==> config.mk <==
export PLATFORM = sky130hd
export DESIGN_NAME = xor_serial_ctrl
export DESIGN_NICKNAME = d
export VERILOG_FILES = /design/src/rtl/xor_serial_ctrl.sv
export SDC_FILE = /design/constraint.sdc
export NUM_CORES = 1
export LEC_CHECK = 0
export BUFFER_PORTS_ARGS = -buffer_cell sky130_fd_sc_hd__buf_2
export CORE_ASPECT_RATIO = 0.9
export CORE_UTILIZATION = 30
export DETAILED_ROUTE_END_ITERATION = 7
export PLACE_DENSITY_LB_ADDON = 0.05
export REMOVE_ABC_BUFFERS = 1
export SLEW_MARGIN = 20
export SYNTH_ARGS = -nofsm -noshare
export SYNTH_HDL_FRONTEND = slang
export SYNTH_SLANG_ARGS = --single-unit
==> constraint.sdc <==
create_clock -name clk -period 1.9 [get_ports clk]
set_input_delay 0.19 -clock clk [delete_from_list [all_inputs] [get_ports clk]]
set_output_delay 0.19 -clock clk [all_outputs]
set_load 0.05 [all_outputs]
==> src/rtl/xor_serial_ctrl.sv <==
// xor_serial_ctrl
//   Bit-serial sequencer that time-shares one external 1-bit XOR gate to
//   compute the XOR of two WIDTH-bit operands, LSB first.
//
//   Operands are captured on the edge that accepts start.
//   One bit pair is then presented per cycle on gate_a/gate_b.
//   The gate's answer (gate_y) is shifted into a result register.
//   After WIDTH cycles the result and its parity are published, and done
//   pulses for one cycle.
//
// Ports
//   clk     rising-edge clock
//   rst     asynchronous active-high reset
//   start   begin an operation (sampled only in IDLE)
//   a_in    operand A, captured on the accepting edge
//   b_in    operand B, captured on the accepting edge
//   gate_a  bit to XOR gate input a (0 outside SHIFT)
//   gate_b  bit to XOR gate input b (0 outside SHIFT)
//   gate_y  XOR gate output, combinational from gate_a/gate_b
//   busy    high while bits are being shifted
//   done    one-cycle completion pulse
//   result  last completed XOR result, held between operations
//   parity  XOR-reduction of result, updated with result
module xor_serial_ctrl #(
  parameter int unsigned WIDTH = 8
) (
  input  logic             clk,
  input  logic             rst,
  input  logic             start,
  input  logic [WIDTH-1:0] a_in,
  input  logic [WIDTH-1:0] b_in,
  output logic             gate_a,
  output logic             gate_b,
  input  logic             gate_y,
  output logic             busy,
  output logic             done,
  output logic [WIDTH-1:0] result,
  output logic             parity
);

  localparam int unsigned CNT_W = (WIDTH > 1) ? $clog2(WIDTH) : 1;
  localparam logic [CNT_W-1:0] LAST = CNT_W'(WIDTH - 1);

  typedef enum logic [1:0] {
    IDLE,
    SHIFT,
    DONE
  } state_t;

  state_t           state_q, state_d;
  logic [WIDTH-1:0] a_sh_q, a_sh_d;
  logic [WIDTH-1:0] b_sh_q, b_sh_d;
  logic [WIDTH-1:0] res_sh_q, res_sh_d;
  logic [CNT_W-1:0] cnt_q, cnt_d;
  logic [WIDTH-1:0] result_q, result_d;
  logic             parity_q, parity_d;
  logic             busy_q, busy_d;
  logic             done_q, done_d;

  // Shift value including this cycle's gate answer.
  // On the last bit, this is the value that gets published.
  logic [WIDTH-1:0] res_next;
  assign res_next = {gate_y, res_sh_q[WIDTH-1:1]};

  always_comb begin
    state_d  = state_q;
    a_sh_d   = a_sh_q;
    b_sh_d   = b_sh_q;
    res_sh_d = res_sh_q;
    cnt_d    = cnt_q;
    result_d = result_q;
    parity_d = parity_q;
    busy_d   = busy_q;
    done_d   = 1'b0;
    case (state_q)
      IDLE: begin
        if (start) begin
          a_sh_d  = a_in;
          b_sh_d  = b_in;
          cnt_d   = '0;
          busy_d  = 1'b1;
          state_d = SHIFT;
        end
      end
      SHIFT: begin
        a_sh_d   = a_sh_q >> 1;
        b_sh_d   = b_sh_q >> 1;
        res_sh_d = res_next;
        // Counter holds at LAST on exit so it never wraps.
        if (cnt_q == LAST) begin
          result_d = res_next;
          parity_d = ^res_next;
          busy_d   = 1'b0;
          done_d   = 1'b1;
          state_d  = DONE;
        end else begin
          cnt_d = cnt_q + 1'b1;
        end
      end
      DONE: begin
        state_d = IDLE;
      end
      default: begin
        state_d = IDLE;
        busy_d  = 1'b0;
      end
    endcase
  end

  always_ff @(posedge clk or posedge rst) begin
    if (rst) begin
      state_q  <= IDLE;
      a_sh_q   <= '0;
      b_sh_q   <= '0;
      res_sh_q <= '0;
      cnt_q    <= '0;
      result_q <= '0;
      parity_q <= 1'b0;
      busy_q   <= 1'b0;
      done_q   <= 1'b0;
    end else begin
      state_q  <= state_d;
      a_sh_q   <= a_sh_d;
      b_sh_q   <= b_sh_d;
      res_sh_q <= res_sh_d;
      cnt_q    <= cnt_d;
      result_q <= result_d;
      parity_q <= parity_d;
      busy_q   <= busy_d;
      done_q   <= done_d;
    end
  end

  assign gate_a = (state_q == SHIFT) & a_sh_q[0];
  assign gate_b = (state_q == SHIFT) & b_sh_q[0];
  assign busy   = busy_q;
  assign done   = done_q;
  assign result = result_q;
  assign parity = parity_q;

endmodule

==> impl_metrics.csv <==
group,metric,value,unit
outcome,status,"completed",
clocking,post-cts-setup-buffers,0,
grt,grt_pass1_wl,6740,um
detailed_routing,ant_nets,0,
power_and_ir_drop,p_switching,1.55,mW
grt,grt_use_met3,0.0344,
detailed_routing,vias,1347,
critical_path,worstRegToRegCells,5,
placed_design,portBuffers,32,
critical_path,rr_startpoint,"cnt_q[0]",
timing,setup_viol,0,
grt,grt_max_degree,40,
grt,grt_pass1_vias,1399,
critical_path,critPathRequiredTime,1.71,ns
power_and_ir_drop,power,3.70,mW
clocking,cts_buffers,5,
timing,relSlewSlack,0.657,
power_and_ir_drop,combPwrFrac,0.470,
synthesis,synth-edff-count,0,
run,maxCapViolations,0,
critical_path,reg2reg_slack,0.39,ns
critical_path,cp_max_fo,12,
grt,met2_usage,0.196,
layout,multiInputGateArea,782,um2
clocking,clockRootBuffer,"clkbuf_8",
die,die_height,76.8,um
timing,fin_ws,0.215,ns
critical_path,setup.worst_path.class,"register to output pin",
power_and_ir_drop,pwr-share-seq,0.391,
worst_hold_path,min_path_type,"input port to asynchronous set/reset pin",
synthesis,syn_area,1870,um2
timing,tightest_slew,0.515,ns
die,design.core.area,5820,um2
grt,met1_usage,0.179,
clocking,cts_sinks,39,
grt,overflow,0,
clocking,path_clk_slew,0.07,ns
power_and_ir_drop,intPower,2.15,mW
detailed_routing,drt_iter0_markers,70,
clocking,ctsResizeCount,0,
layout,final_nets,232,
synthesis,synth_top_area_share,0.523,
clocking,clk_path_buf_depth,2,
synthesis,yosysTopAreaCell,"dfrtp_1",
power_and_ir_drop,netSwitchingFraction,0.419,
synthesis,ys_top_cells_by_area,"dfrtp_1, a22oi_1, nand2_1",
layout,drive_gt1_frac,0.268,
timing,min_period_over_period,0.887,
detailed_routing,wirelength,3840,um
synthesis,synthCells,176,
placed_design,place_area,2070,um2
timing,maxSlewViolCount,0,
die,rows,26,
placed_design,place.gp.congestion,0.687,
synthesis,synthFlopType,"dfrtp_1",
clocking,cts_max_level,2,
synthesis,ys_top_cells_by_count,"dfrtp_1, nand2_1, a21oi_1, o21ai_0, a22oi_1",
timing,grt_setup_unrepaired,"no",
timing,fin_worst_skew,0.00442,ns
timing,finalSetupTns,0,ns
timing,max_freq,0.594,GHz
synthesis,async_flop_share,1.00,
detailed_routing,wl_per_cell,13.8,um
timing,period_minus_slack,1.68,ns
detailed_routing,viasPerCell,4.83,
synthesis,ys_seq_area_frac,0.523,
layout,n_antenna_cell,0,
clocking,clock_latency,0.28,ns
power_and_ir_drop,ir_drop,0.000691,V
critical_path,startpoint,"state_q[1]",
critical_path,rr_endpoint,"cnt_q[0]",
layout,area_growth,14.7,%
die,io_pins,33,
placed_design,hpwl,2520,um
synthesis,yosysWarnings,0,
synthesis,synth_cell_types,27,
critical_path,cp_data_arrival_time,1.49,ns
clocking,cts_tree,"built",
power_and_ir_drop,power_density,1730,nW/um2
layout,fin_area,2140,um2
die,dieArea,6540,um2
die,die_w,85.2,um
layout,n_fill_cell,593,
die,start_util,0.321,
placed_design,dp_slack,0.391,ns
grt,grt_busiest_layer,"met2",
timing,hold_viol_final,0,
detailed_routing,first_pass_iters,4,
grt,antenna_found_initial,0,
critical_path,critPathCaptureType,"output pin",
clocking,holdBufCountCts,0,
detailed_routing,drc,0,
layout,regArea,976,um2
timing,whs,0.0296,ns
synthesis,ys_ff_latch,39,
critical_path,cp-start-kind,"register",
power_and_ir_drop,p_leak,1.08,nW
power_and_ir_drop,clockPowerShare,0.139,
synthesis,avgSynthCellArea,10.6,um2
grt,grt_use_total,0.131,
synthesis,synth.most_common_cell,"dfrtp_1",
-- flip-flops by register name, summed over array words and instances, names as in the netlist --
name	flops
result	8
a_sh_q	8
parity	1
done	1
cnt_q	3
state_q	2
busy	1
res_sh_q	7
b_sh_q	8
-- final cells by class --
class	instances	share of cell area
clock buffers	6	0.0339
inverters	5	0.00876
multi-input cells	121	0.365
flip-flops and latches	39	0.456
well taps	70	0.0409
repair buffers	38	0.0958
-- placed cells by master, fill, tap and decap left out, drive strengths merged, types with 2 or more instances in the layout --
| cell type | instances |
|---|---|
| dfrtp | 39 |
| buf | 38 |
| nand2 | 29 |
| o21ai | 18 |
| a21oi | 16 |
| a22oi | 14 |
| and2b | 11 |
| nor2b | 8 |
| mux2 | 8 |
| xnor2 | 7 |
| clkbuf | 6 |
| inv | 5 |
| a22o | 2 |
| nor2 | 2 |
| and2 | 2 |
| ha | 2 |
-- how the worst max path moves through the flow --
stage | endpoint
floorplan | gate_a
global placement | cnt_q[0]
detailed placement | cnt_q[0]
CTS | gate_b
global route | gate_a
finish | gate_b
-- per-stage QoR --
step,cells,utilization
after global placement,273,0.355
after CTS,279,0.368
after floorplan,165,-
after detailed placement,273,0.355
after global routing,279,0.368
final,279,0.368
-- metal layers --
layer | vias to the layer above | share of wire | wire length (um)
met5 | - | 0 | 0
met4 | 0 | 0.017 | 64
met3 | 7 | 0.050 | 191
met2 | 32 | 0.44 | 1700
met1 | 648 | 0.49 | 1880
li1 | 660 | - | -
-- power by group through the flow --
| stage | Clock, mW | Combinational [mW] | Sequential, mW |
|---|---|---|---|
| after floorplan | 0 | 1.00 | 1.79 |
| after global placement | 0 | 1.73 | 1.45 |
| after detailed placement | 0 | 1.75 | 1.46 |
| after CTS | 0.545 | 1.77 | 1.45 |
| after global routing | 0.572 | 1.93 | 1.50 |
| final | 0.514 | 1.74 | 1.45 |
-- logic make-up after synthesis --
kind of cell,share of synthesized area
fa+ha+maj,0.0134
flops,0.523
compound gates,0.157
mux,0.0617
buf+inv,0.0583
xor+xnor,0.0328
simple gates,0.154
-- critical path: stages, from the launching register on --
cell	delay, ns
dfrtp_1	0.41
nor2b_4	0.35
and2_1	0.20
buf_2	0.26
Power figures use the tool's default switching activity.
